`config.mk`:
```
export PLATFORM = sky130hd
export DESIGN_NAME = nibble_serial_adder
export DESIGN_NICKNAME = d
export VERILOG_FILES = /design/src/rtl/nibble_serial_adder.sv
export SDC_FILE = /design/constraint.sdc
export NUM_CORES = 1
export LEC_CHECK = 0
export CORE_UTILIZATION = 40
export CTS_BUF_LIST = sky130_fd_sc_hd__clkbuf_4
export DETAILED_ROUTE_END_ITERATION = 6
export DONT_BUFFER_PORTS = 1
export GPL_TIMING_DRIVEN = 1
export HOLD_SLACK_MARGIN = 0.15
export PLACE_DENSITY = 0.65
export RECOVER_POWER = 25
export SLEW_MARGIN = 30
export SYNTH_ARGS = -nofsm -noshare
export SYNTH_HDL_FRONTEND = slang
export SYNTH_SLANG_ARGS = --single-unit
```
`constraint.sdc`:
```
create_clock -name clk -period 2.4 [get_ports clk]
set_input_delay 0.48 -clock clk [delete_from_list [all_inputs] [get_ports clk]]
set_output_delay 0.48 -clock clk [all_outputs]
set_load 0.005 [all_outputs]
```
`src/rtl/nibble_serial_adder.sv`:
```
// -----------------------------------------------------------------------------
// nibble_serial_adder
//
// Purpose:
//   Adds two WIDTH-bit operands using one 4-bit ripple adder, one nibble per
//   cycle, least significant nibble first. A registered carry links the
//   nibbles. The block reassembles the WIDTH-bit sum and reports the final
//   carry and signed overflow. Operands arrive through a valid/ready input
//   handshake. The result leaves through a valid/ready output handshake.
//
// Configuration macro:
//   NSA_SUB_EN - When defined, the block has a `sub` port. With sub=1 it
//                computes a - b as a + ~b + 1, and cin is ignored. When
//                undefined, the block performs addition only.
//
// Parameters:
//   WIDTH      - operand/result width; a multiple of 4 and >= 4 (default 16)
//
// Ports:
//   clk        in   rising-edge clock
//   rst        in   asynchronous active-high reset
//   in_valid   in   operand set valid
//   in_ready   out  block can accept operands (IDLE only)
//   a, b       in   operands, sampled on the input handshake
//   cin        in   carry into nibble 0, sampled on the input handshake
//   sub        in   subtract select (NSA_SUB_EN builds only)
//   sum        out  registered WIDTH-bit result
//   cout       out  carry out of the most significant nibble
//   overflow   out  signed two's-complement overflow of the full result
//   out_valid  out  result valid (DONE state)
//   out_ready  in   consumer accepts the result
// -----------------------------------------------------------------------------

// 4-bit ripple adder stage shared by every nibble of the serial datapath.
module full_adder_4bit (
  input  logic [3:0] i_a,
  input  logic [3:0] i_b,
  input  logic       i_cin,
  output logic [3:0] o_sum,
  output logic       o_cout
);
  assign {o_cout, o_sum} = 5'(i_a) + 5'(i_b) + 5'(i_cin);
endmodule

module nibble_serial_adder #(
  parameter int WIDTH = 16
) (
  input  logic             clk,
  input  logic             rst,
  input  logic             in_valid,
  output logic             in_ready,
  input  logic [WIDTH-1:0] a,
  input  logic [WIDTH-1:0] b,
  input  logic             cin,
`ifdef NSA_SUB_EN
  input  logic             sub,
`endif
  output logic [WIDTH-1:0] sum,
  output logic             cout,
  output logic             overflow,
  output logic             out_valid,
  input  logic             out_ready
);

  localparam int N  = WIDTH / 4;
  localparam int KW = (N > 1) ? $clog2(N) : 1;

  typedef enum logic [1:0] {
    S_IDLE = 2'd0,
    S_RUN  = 2'd1,
    S_DONE = 2'd2
  } state_t;

  state_t           r_state;
  logic [WIDTH-1:0] r_a;      // latched operand A
  logic [WIDTH-1:0] r_b;      // latched effective operand B (inverted for subtract)
  logic             r_c;      // inter-nibble carry
  logic [KW-1:0]    r_k;      // index of the nibble being computed

  // Effective B and carry-in, resolved once at the handshake so the RUN
  // datapath is identical for add and subtract.
  logic [WIDTH-1:0] w_b_eff;
  logic             w_cin_eff;

`ifdef NSA_SUB_EN
  assign w_b_eff   = sub ? ~b : b;
  assign w_cin_eff = sub ? 1'b1 : cin;
`else
  assign w_b_eff   = b;
  assign w_cin_eff = cin;
`endif

  // Bit offset of the current nibble: 4*k.
  logic [KW+1:0] w_base;
  logic [3:0]    w_a_nib;
  logic [3:0]    w_b_nib;
  logic [3:0]    w_s_nib;
  logic          w_c_nib;
  logic          w_last;

  assign w_base  = {r_k, 2'b00};
  assign w_a_nib = r_a[w_base +: 4];
  assign w_b_nib = r_b[w_base +: 4];
  assign w_last  = (r_k == KW'(N - 1));

  full_adder_4bit u_fa (
    .i_a    (w_a_nib),
    .i_b    (w_b_nib),
    .i_cin  (r_c),
    .o_sum  (w_s_nib),
    .o_cout (w_c_nib)
  );

  // NOTE: every register here, including the operand holding registers, is
  // in the reset branch so no output or internal value depends on power-up.
  always_ff @(posedge clk or posedge rst) begin
    if (rst) begin
      r_state   <= S_IDLE;
      r_a       <= '0;
      r_b       <= '0;
      r_c       <= 1'b0;
      r_k       <= '0;
      in_ready  <= 1'b1;
      out_valid <= 1'b0;
      sum       <= '0;
      cout      <= 1'b0;
      overflow  <= 1'b0;
    end else begin
      // NOTE: non-blocking assignments only, so every read below sees the
      // value from before this edge regardless of statement order.
      unique case (r_state)
        S_IDLE: begin
          if (in_valid) begin
            r_a      <= a;
            r_b      <= w_b_eff;
            r_c      <= w_cin_eff;
            r_k      <= '0;
            sum      <= '0;
            in_ready <= 1'b0;
            r_state  <= S_RUN;
          end
        end

        S_RUN: begin
          sum[w_base +: 4] <= w_s_nib;
          r_c              <= w_c_nib;
          if (w_last) begin
            // Overflow: operands agree in sign but the result sign differs.
            cout      <= w_c_nib;
            overflow  <= (r_a[WIDTH-1] == r_b[WIDTH-1]) &&
                         (w_s_nib[3] != r_a[WIDTH-1]);
            out_valid <= 1'b1;
            r_k       <= '0;
            r_state   <= S_DONE;
          end else begin
            r_k <= r_k + KW'(1);
          end
        end

        S_DONE: begin
          if (out_ready) begin
            out_valid <= 1'b0;
            in_ready  <= 1'b1;
            r_state   <= S_IDLE;
          end
        end

        default: begin
          out_valid <= 1'b0;
          in_ready  <= 1'b1;
          r_state   <= S_IDLE;
        end
      endcase
    end
  end

endmodule

```
==> summary.md, run 1 <==
| Metric | Value |
|---|---|
| Status | finished, final reports clean |
| Post-Place Cell Area | about 2800 µm² |
| GRT Overall Usage | 16.3% |
| Finished Layout Cells | 286 |
| IO Port Bufs | 0 |
| Wire per inst | 17.9 µm |
| Via count | 1560 |
| Clk slew on worst S/H paths | 0.09 ns |
| Iter 0 DRT Violations | 39 |
| RSZ-0062 raised after global routing | true |
| Most frequent cells in the layout | dfrtp_1, mux2_1, a22o_1 |
| Slew Viols, Final | 0 |
| Filler Cell Count | 599 |
| Layout cells sized above 1 | between 20% and 30% |
| Flops & latches, synth | between 50 and 60 |
| Post-synth EDFFs | 0 |
| Fin Clk Skew | 0.0120 ns |
| Final min period | 2.34 ns |
| Setup Crit Path Kind | reg -> reg |
| DPL Wire Length | ~3.6 mm |
| CTS H-tree lvls | 3 |
| CP max stage cell | mux4_2 |
| Asr flop ratio synth | 100% |
| Final setup TNS | 0 ns |
| Worst-Margin Slew | 0.759 ns |
| Number of global-route vias before repair | 1650 |
| Clock Sinks | 57 |
| Total Nets Final | between 200 and 300 |
| Syn nets | 237 |
| Max IR drop VDD | 0.881 mV |
| Crit path largest cell delay | 0.52 ns |
| Overall die height | around 83 µm |
| Synth Warn # | 0 |
| Hold Violations, Final | 0 |
| CTS tree | built |
| F_max | 427 MHz |
| Mapped cell area | approximately 2600 µm² |
| CP top delay family | simple AND/OR/NAND/NOR gates |
| Total grt overflow | 0 |
| CP bufs+invs | 1 |
| # IOs | 57 |
| Dpl cells | 267 |
| Syn avg cell area | 13.8 µm² |
| Post-route DRC | 0 |
| Cells after Synth | 191 |
| Worst-Skew Late Latency | 0.41 ns |
| Fin area | 2940 µm² |
| Final total power | 4.88 mW |
| Initial Util | roughly two fifths |
| Clock tree buffer depth | 2 |
| # rows | 29 |
| Final period util | a little over nine tenths |
| GP Congestion | 0.747 |
| Maxcap violations | 0 |
| Commonest non-fill, non-tap cell in the layout | dfrtp_1 |
| Req. time, crit path | 2.73 ns |
| Setup Viol. Count Final | 0 |
| Area of the core | 6350 µm² |
| First-pass GRT wire length | 8.47 mm |
| Rel. slew slack | between 40 and 50% |
| # diodes | 0 |
| Final WL | 5.13 mm |
| P per Cell Area | 1660 nW/µm² |
| Worst-path cell chain | buf_12, mux4_2, fa_2, nand3_1, a21oi_1, or4_1, a31oi_1 |
| Number of vias per cell | 5.45 |
| Multi-input logic area | 1140 µm² |
| Sequential share of the synthesized area | 54.3% |
| Routed Antenna Nets | 0 |
| Top FF cell, synth | dfrtp_1 |
| Die area | between 6000 and 7000 µm² |
| Worst setup SP type | flop |
| Initial antenna violation count | 0 |
| Area delta synth->final | 11.6% |
| Clock Tree Root | clkbuf_4 |
| Crit path DAT | 2.67 ns |
| Lkg Pwr | about 1.3 nW |
| First-pass iteration count of the detailed router | 4 |
| Unique masters post-synth | 31 |
| Pin count of the biggest net entering global routing | 35 |
| CTS buffer count | 9 |
| Crit-path max FO | 7 |
| Tightest Hold Check Type | in -> reg |
| Die X | 83.1 µm |
| Crit. End Element | flop |
| Hold Slack | 0.193 ns |
| Sequential Area | between 1000 and 1500 µm² |
[worst paths after layout]
| kind | startpoint | to | slack [ns] | cells past startpoint |
|---|---|---|---|---|
| max in group asynchronous | rst | r_state[1] | 0.65 | 3 |
| setup reg to reg | r_k[0] | overflow | 0.06 | 7 |
| min in group asynchronous | rst | sum[5] | 0.64 | 2 |
| setup / recovery | r_k[0] | overflow | 0.06 | 7 |
| hold / removal | b[2] | r_b[2] | 0.19 | 1 |
| hold reg to reg | r_b[3] | r_b[3] | 0.49 | 1 |
[stage by stage]
stage               utilization, %  setup slack, ns
floorplan                        -        -0.000820
global placement              43.7           0.0606
detailed placement            43.7        -0.000230
CTS                           45.9         0.000330
global route                  46.2          -0.0586
finish                        46.2           0.0573
[cell usage after synthesis (2+ instances only)]
library cell / n / share of area [%]
nor3_1: 2 / 0.38
and3_1: 3 / 0.71
nand2b_1: 3 / 0.71
nor2_1: 6 / 0.86
dfrtp_1: 56 / 53
nand2_1: 10 / 1.4
a21oi_1: 7 / 1.3
fa_1: 2 / 1.5
a21o_1: 5 / 1.4
ha_1: 7 / 3.3
inv_1: 10 / 1.4
a22o_1: 16 / 5.3
mux4_2: 8 / 6.8
buf_4: 4 / 1.1
mux2_1: 32 / 14
buf_2: 4 / 0.76
o21ai_0: 2 / 0.38
[flip-flops by register name (all words and copies together) (netlist names)]
register / cells
sum: 16
cout: 1
in_ready: 1
r_b: 16
r_k: 2
r_a: 16
r_c: 1
r_state: 2
out_valid: 1
overflow: 1
[kinds of logic after synthesis]
family	after synthesis	share of synthesized area, %
AOI/OAI and AO/OA	36	10.2
xor gates and xnor gates	1	0.333
adders and majority gates	9	4.85
buffers and inverters	19	3.76
DFF	57	54.3
muxes	40	20.5
and+or+nand+nor	29	6.04
[metal layers]
| layer | vias up | global-route usage (%) | part of all wire (%) |
|---|---|---|---|
| li1 | 726 | - | - |
| met1 | 776 | 19.5 | 44 |
| met2 | 47 | 24.7 | 46 |
| met3 | 11 | 7.75 | 7.6 |
| met4 | 0 | 7.52 | 2.2 |
| met5 | - | 0 | 0 |
[repair_timing]
item,CTS,global route
pin swaps,0,5
gates resized for setup,0,5
endpoints found under the hold margin,16,0
setup endpoints to repair,2,7
buffers inserted,1,2
hold buffers,1,0
[report_power, final]
part | switching (mW) | leakage, nW | total, mW | internal, mW
Sequential | 0.319 | 0.701 | 1.71 | 1.39
Combinational | 1.24 | 0.538 | 2.51 | 1.27
Clock | 0.344 | 0.0711 | 0.657 | 0.314
Total | 1.90 | 1.31 | 4.88 | 2.98
[area by class of cell]
| type | instances | share of cell area [%] |
|---|---|---|
| clock buffers | 10 | 2.56 |
| clock inverters | 5 | 1.62 |
| multi-input cells | 115 | 38.7 |
| well taps | 77 | 3.28 |
| inverters | 10 | 1.28 |
| flip-flops and latches | 57 | 48.7 |
| repair buffers | 12 | 3.88 |
Power figures use the tool's default switching activity.
==> run 2, diff against run 1 <==
- PLACE_DENSITY: 0.65 -> 0.63
- clock period: 2.4 -> 2.9 ns (I/O delays scaled with it)
==> run 2 against run 1 <==
Net effect:
- critical path depth rose by 1
- non-clock buffer count fell by 5
- register-to-register slack improved by 0.17 ns
- wire length decreased by 0.68%
- fmax shrank 12%
- sequential power down 16%
- count of clock-buffer cells in the layout is 1 higher
- sequential cell count unchanged
- clock power decreased by 16%
- critical path type unchanged
- largest power group unchanged
==> summary.md, run 2 (synthesis results as in run 1) <==
| Metric | Value |
|---|---|
| Area of the core | 6350 µm² (unchanged) |
| Slew Viols, Final | 0 (unchanged) |
| Die area | 6910 µm² (unchanged) |
| Clk slew on worst S/H paths | 0.10 ns (about the same) |
| CTS buffer count | 9 (unchanged) |
| Pin count of the biggest net entering global routing | 35 (unchanged) |
| CP top delay family | flip-flops |
| Clock tree buffer depth | 2 (unchanged) |
| P per Cell Area | 1290 nW/µm² (-22%) |
| NetSw | 1.48 mW (-22%) |
| Tightest Hold Check Type | in -> reg |
| Overall die height | 83.1 µm (unchanged) |
| CP bufs+invs | 2 (+1) |
| Clock Tree Root | clkbuf_4 |
| Dpl cells | 265 (-0.75%) |
| RSZ-0062 raised after global routing | false |
| Crit. End Element | flop |
| GP Congestion | 0.742 (-0.66%) |
| GRT Overall Usage | 16.8% (+0.53 points) |
| CP max stage cell | dfrtp_1 |
| Iter 0 DRT Violations | 107 (+170%) |
| Global Route met1 Usage | 22.0% (+2.5 points) |
| Worst setup SP type | flop |
| Lkg Pwr | 1.28 nW (-2.4%) |
| Req. time, crit path | 3.16 ns (+0.43 ns) |
| Sequential Area | 1430 µm² (about the same) |
| CP startpoint | r_k[0] |
| CTS H-tree lvls | 3 (unchanged) |
| Worst-Skew Late Latency | 0.41 ns (about the same) |
| CTS resizes | 0 (unchanged) |
| Hold Violations, Final | 0 (unchanged) |
| Via count | 1557 (-0.19%) |
| DPL Wire Length | 3.70 mm (+1.7%) |
| IO Port Bufs | 0 (unchanged) |
| Leading registers by flop count | r_a: 16 flops, r_b: 16 flops, sum: 16 flops |
| Beginning of the worst hold path | b[13] |
| Routed Antenna Nets | 0 (unchanged) |
| Final WL | 5.09 mm (-0.68%) |
| Clock Sinks | 57 (unchanged) |
| GR peak layer | met2 |
| Status | finished, final reports clean |
| Clock group share of total power | 15.0% (+1.5 points) |
| Total Nets Final | 246 (-2.0%) |
| Multi-input logic area | 1100 µm² (-2.9%) |
| Maxcap violations | 0 (unchanged) |
| Final period util | 92.2% (-5.4 points) |
| Filler Cell Count | 582 (-2.8%) |
| Area delta synth->final | 8.18% |
| Worst-Margin Slew | 0.991 ns (+0.232 ns) |
| Logic pwr share | 46.0% (-5.5 points) |
| Rel. slew slack | 33.9% (-15 points) |
| Commonest non-fill, non-tap cell in the layout | dfrtp_1 |
| Post-route DRC | 0 (unchanged) |
| Most frequent cells in the layout | dfrtp_1, mux2_1, a22o_1 |
| Sequential Power Share | 39.0% (+4.0 points) |
| Finished Layout Cells | 282 (-1.4%) |
| Final total power | 3.68 mW (-25%) |
| Final setup TNS | 0 ns (unchanged) |
| CTS tree | built |
| First-pass GRT wire length | 8.65 mm (+2.2%) |
| Number of vias per cell | 5.52 (+1.2%) |
| RR Startpoint | r_k[0] |
| # IOs | 57 (unchanged) |
| Die X | 83.1 µm (unchanged) |
| Final min period | 2.67 ns (+0.330 ns) |
| Sw Ratio | 40.2% (+1.2 points) |
| Number of global-route vias before repair | 1688 (+2.3%) |
| First-pass iteration count of the detailed router | 4 (unchanged) |
| Worst-path cell chain | mux4_2, fa_1, inv_1, fa_1, inv_1, a21o_2, a21oi_1, o221ai_1 |
| Pint | 2.20 mW (-26%) |
| Hold buffer count at cts | 1 (unchanged) |
| Max IR drop VDD | 0.586 mV (-33%) |
| Crit path DAT | 2.94 ns (+0.27 ns) |
| # rows | 29 (unchanged) |
| Crit path largest cell delay | 0.64 ns (+0.12 ns) |
| Layout cells sized above 1 | 15.1% (-6.4 points) |
| F_max | 374 MHz (-12%) |
| Total grt overflow | 0 (unchanged) |
| Initial antenna violation count | 0 (unchanged) |
| Setup Crit Path Kind | reg -> reg |
| # Post-CTS Setup Buffers | 0 (-1) |
| Setup Viol. Count Final | 0 (unchanged) |
| # diodes | 0 (unchanged) |
| Initial Util | 41.4% (unchanged) |
| Met2 usage in global routing | 23.7% (-1.0 points) |
| Fin Clk Skew | 0.0101 ns (-0.00194 ns) |
| Crit-path max FO | 8 (+1) |
| Wire per inst | 18.0 µm (+0.73%) |
| Met3 GRT Util | 7.85% (+0.099 points) |
run 2: changes by cell type in the layout (fill, tap and decap cells not counted), sizes merged:
cell    change
clkbuf      +1
buf         -5
run 2: layer usage:
layer	share of wire, %	up-vias	routed length, µm
li1	-	721	-
met1	44	771	2240
met2	45	54	2310
met3	8.6	11	437
met4	2.0	0	104
met5	0	-	0
run 2: path summary, 6_finish.rpt:
check                           to  slack [ns]  depth (start not counted)
min                        r_b[13]        0.30                          1
max in group asynchronous  sum[11]        0.88                          3
min in group asynchronous  r_b[12]        0.84                          2
max                            r_c        0.23                          8
min reg2reg                 r_a[1]        0.49                          1
max reg2reg                    r_c        0.23                          8
run 2: power groups by stage:
stage / sequential, mW / combinational [mW] / clock, mW
3_3_place_gp: 1.46 / 1.67 / 0
3_5_place_dp: 1.46 / 1.72 / 0
6_report: 1.44 / 1.69 / 0.552
5_1_grt: 1.50 / 1.92 / 0.606
4_1_cts: 1.45 / 1.74 / 0.567
2_1_floorplan: 1.30 / 1.42 / 0
run 2: final cells by class:
class | count | share of cell area [%]
Sequential cell | 57 | 50.2
Multi-Input combinational cell | 115 | 38.8
Tap cell | 77 | 3.38
Clock buffer | 11 | 2.90
Timing Repair Buffer | 7 | 1.80
Clock inverter | 5 | 1.63
Inverter | 10 | 1.32
run 2: per-stage QoR:
step | setup WS (ns) | utilization (%) | area (µm²) | hold WS [ns]
floorplan | 0.350 | - | 2630 | 0.452
CTS | 0.203 | 44.9 | 2850 | 0.284
detailed placement | 0.234 | 42.7 | 2710 | 0.475
global route | 0.0251 | 44.8 | 2850 | 0.270
global placement | 0.367 | 42.7 | 2710 | 0.469
finish | 0.227 | 44.8 | 2850 | 0.297
==> run 3, diff against run 2 <==
- MAX_ROUTING_LAYER: not set -> met4
==> run 3 against run 2 <==
Net effect:
- sequential share of layout area unchanged
- final cell count unchanged
- clock power about the same
- fmax about the same
- non-clock buffer count unchanged
- total power increased by 0.40%
- clock skew increased by 0.00071 ns
- largest power group unchanged
==> summary.md, run 3 (synthesis results as in run 1) <==
| Metric | Value |
|---|---|
| Status | finished, final reports clean |
| Final period util | 92.1% (about the same) |
| Routed Antenna Nets | 0 (unchanged) |
| Worst-Margin Slew | 1.01 ns (+0.0153 ns) |
| Rel. slew slack | 32.9% (-1.0 points) |
| RR Startpoint | r_k[0] |
| Final setup TNS | 0 ns (unchanged) |
| Fin Clk Skew | 0.0108 ns (+0.000707 ns) |
| Beginning of the worst hold path | b[13] |
| Most frequent cells in the layout | dfrtp_1, mux2_1, a22o_1 |
| Finished Layout Cells | 282 (unchanged) |
| CTS buffer count | 9 (unchanged) |
| Total Nets Final | 246 (unchanged) |
| Setup Crit Path Kind | reg -> reg |
| Maxcap violations | 0 (unchanged) |
| Clock Sinks | 57 (unchanged) |
| Post-Place Cell Area | 2710 µm² (unchanged) |
| Iter 0 DRT Violations | 86 (-20%) |
| Crit. End Element | flop |
| Post-route DRC | 0 (unchanged) |
| Worst setup slack after layout | 0.230 ns (+0.00260 ns) |
| Final design utilization | 44.8% (unchanged) |
| Clock tree buffer depth | 2 (unchanged) |
| IO Port Bufs | 0 (unchanged) |
| Clock Tree Root | clkbuf_4 |
| Hold Violations, Final | 0 (unchanged) |
| Final min period | 2.67 ns (-0.00259 ns) |
| Total grt overflow | 0 (unchanged) |
| Crit-path max FO | 8 (unchanged) |
| Final total power | 3.69 mW (+0.40%) |
| Slew Viols, Final | 0 (unchanged) |
| CTS tree | built |
| Hold Slack | 0.298 ns (+0.00161 ns) |
| Via count | 1548 (-0.58%) |
| Area delta synth->final | 8.18% (unchanged) |
| First-pass iteration count of the detailed router | 4 (unchanged) |
| DPL Wire Length | 3.70 mm (unchanged) |
| # rows | 29 (unchanged) |
| Pin count of the biggest net entering global routing | 35 (unchanged) |
| Worst setup SP type | flop |
| Max IR drop VDD | 0.590 mV (+0.57%) |
| Die X | 83.1 µm (unchanged) |
| # diodes | 0 (unchanged) |
| Clk slew on worst S/H paths | 0.10 ns (about the same) |
| Final WL | 5.13 mm (+0.83%) |
| Req. time, crit path | 3.16 ns (about the same) |
| GP Congestion | 0.751 (+1.3%) |
| # Post-CTS Setup Buffers | 0 (unchanged) |
| GRT Overall Usage | 17.4% (+0.58 points) |
| Number of global-route vias before repair | 1685 (-0.18%) |
| Commonest non-fill, non-tap cell in the layout | dfrtp_1 |
| Placement Setup Slack | 0.234 ns (unchanged) |
| Hold EP | r_b[13] |
| Tightest Hold Check Type | in -> reg |
| Reg2reg end | r_c |
| Crit path DAT | 2.93 ns (about the same) |
| P per Cell Area | 1300 nW/µm² (+0.40%) |
| Initial Util | 41.4% (unchanged) |
| Die area | 6910 µm² (unchanged) |
| CTS H-tree lvls | 3 (unchanged) |
| F_max | 375 MHz (about the same) |
| Worst hold stages | 1 (unchanged) |
| First-pass GRT wire length | 8.63 mm (-0.24%) |
| Fin area | 2850 µm² (unchanged) |
| Lkg Pwr | 1.28 nW (unchanged) |
| # IOs | 57 (unchanged) |
| Layout cells sized above 1 | 15.1% (unchanged) |
| Initial antenna violation count | 0 (unchanged) |
| Number of vias per cell | 5.49 (-0.58%) |
| Area of the core | 6350 µm² (unchanged) |
| Filler Cell Count | 582 (unchanged) |
| Dpl cells | 265 (unchanged) |
| RSZ-0062 raised after global routing | false |
| Reg2Reg Depth | 8 (unchanged) |
| Setup Viol. Count Final | 0 (unchanged) |
| Overall die height | 83.1 µm (unchanged) |
| Wire per inst | 18.2 µm (+0.83%) |
| Leading registers by flop count | r_a: 16 flops, r_b: 16 flops, sum: 16 flops |
| R2r setup slk | 0.23 ns (about the same) |
| Worst-Skew Late Latency | 0.40 ns (about the same) |
[run 3: cell counts in the layout (fill, tap and decap cells not counted)]
No cell type changed its count.
[run 3: how the worst max path moves through the flow]
| stage | start | to | slack [ns] | cells after the start |
|---|---|---|---|---|
| global route | r_k[0] | r_c | 0.03 | 8 |
| finish | r_k[0] | r_c | 0.23 | 8 |
| floorplan | r_k[0] | r_c | 0.35 | 10 |
| global placement | r_k[0] | r_c | 0.37 | 8 |
| CTS | r_k[0] | r_c | 0.20 | 8 |
| detailed placement | r_k[0] | r_c | 0.23 | 8 |
[run 3: final cells by class]
| class | instances | area, µm² | share of cell area, % |
|---|---|---|---|
| inverter | 10 | 37.5 | 1.32 |
| clock inverter | 5 | 46.3 | 1.63 |
| timing repair buffer | 7 | 51.3 | 1.80 |
| multi-input combinational | 115 | 1100 | 38.8 |
| tap | 77 | 96.3 | 3.38 |
| sequential | 57 | 1430 | 50.2 |
| clock buffer | 11 | 82.6 | 2.90 |
[run 3: routing by layer]
| metal | vias up | track usage [%] | share of wire (%) |
|---|---|---|---|
| li1 | 718 | - | - |
| met1 | 768 | 23.2 | 47 |
| met2 | 52 | 23.7 | 46 |
| met3 | 10 | 6.26 | 5.2 |
| met4 | 0 | 7.99 | 2.1 |
| met5 | - | - | 0 |
[run 3: worst max-delay path: stages (launching register included)]
cell and delay (ns):
dfrtp_1 0.64, mux4_2 0.58, fa_1 0.42, inv_1 0.08, fa_1 0.20, inv_1 0.05
a21o_2 0.20, a21oi_1 0.21, o221ai_1 0.16
[run 3: repair_timing]
item,4_1_cts,5_1_grt
hold buffers,1,0
endpoints found under the hold margin,24,0
resized for setup,0,0
[run 3: power breakdown]
group / internal (mW) / switching (mW) / total [mW]
Clock: 0.273 / 0.282 / 0.554
Combinational: 0.781 / 0.921 / 1.70
Sequential: 1.15 / 0.290 / 1.44
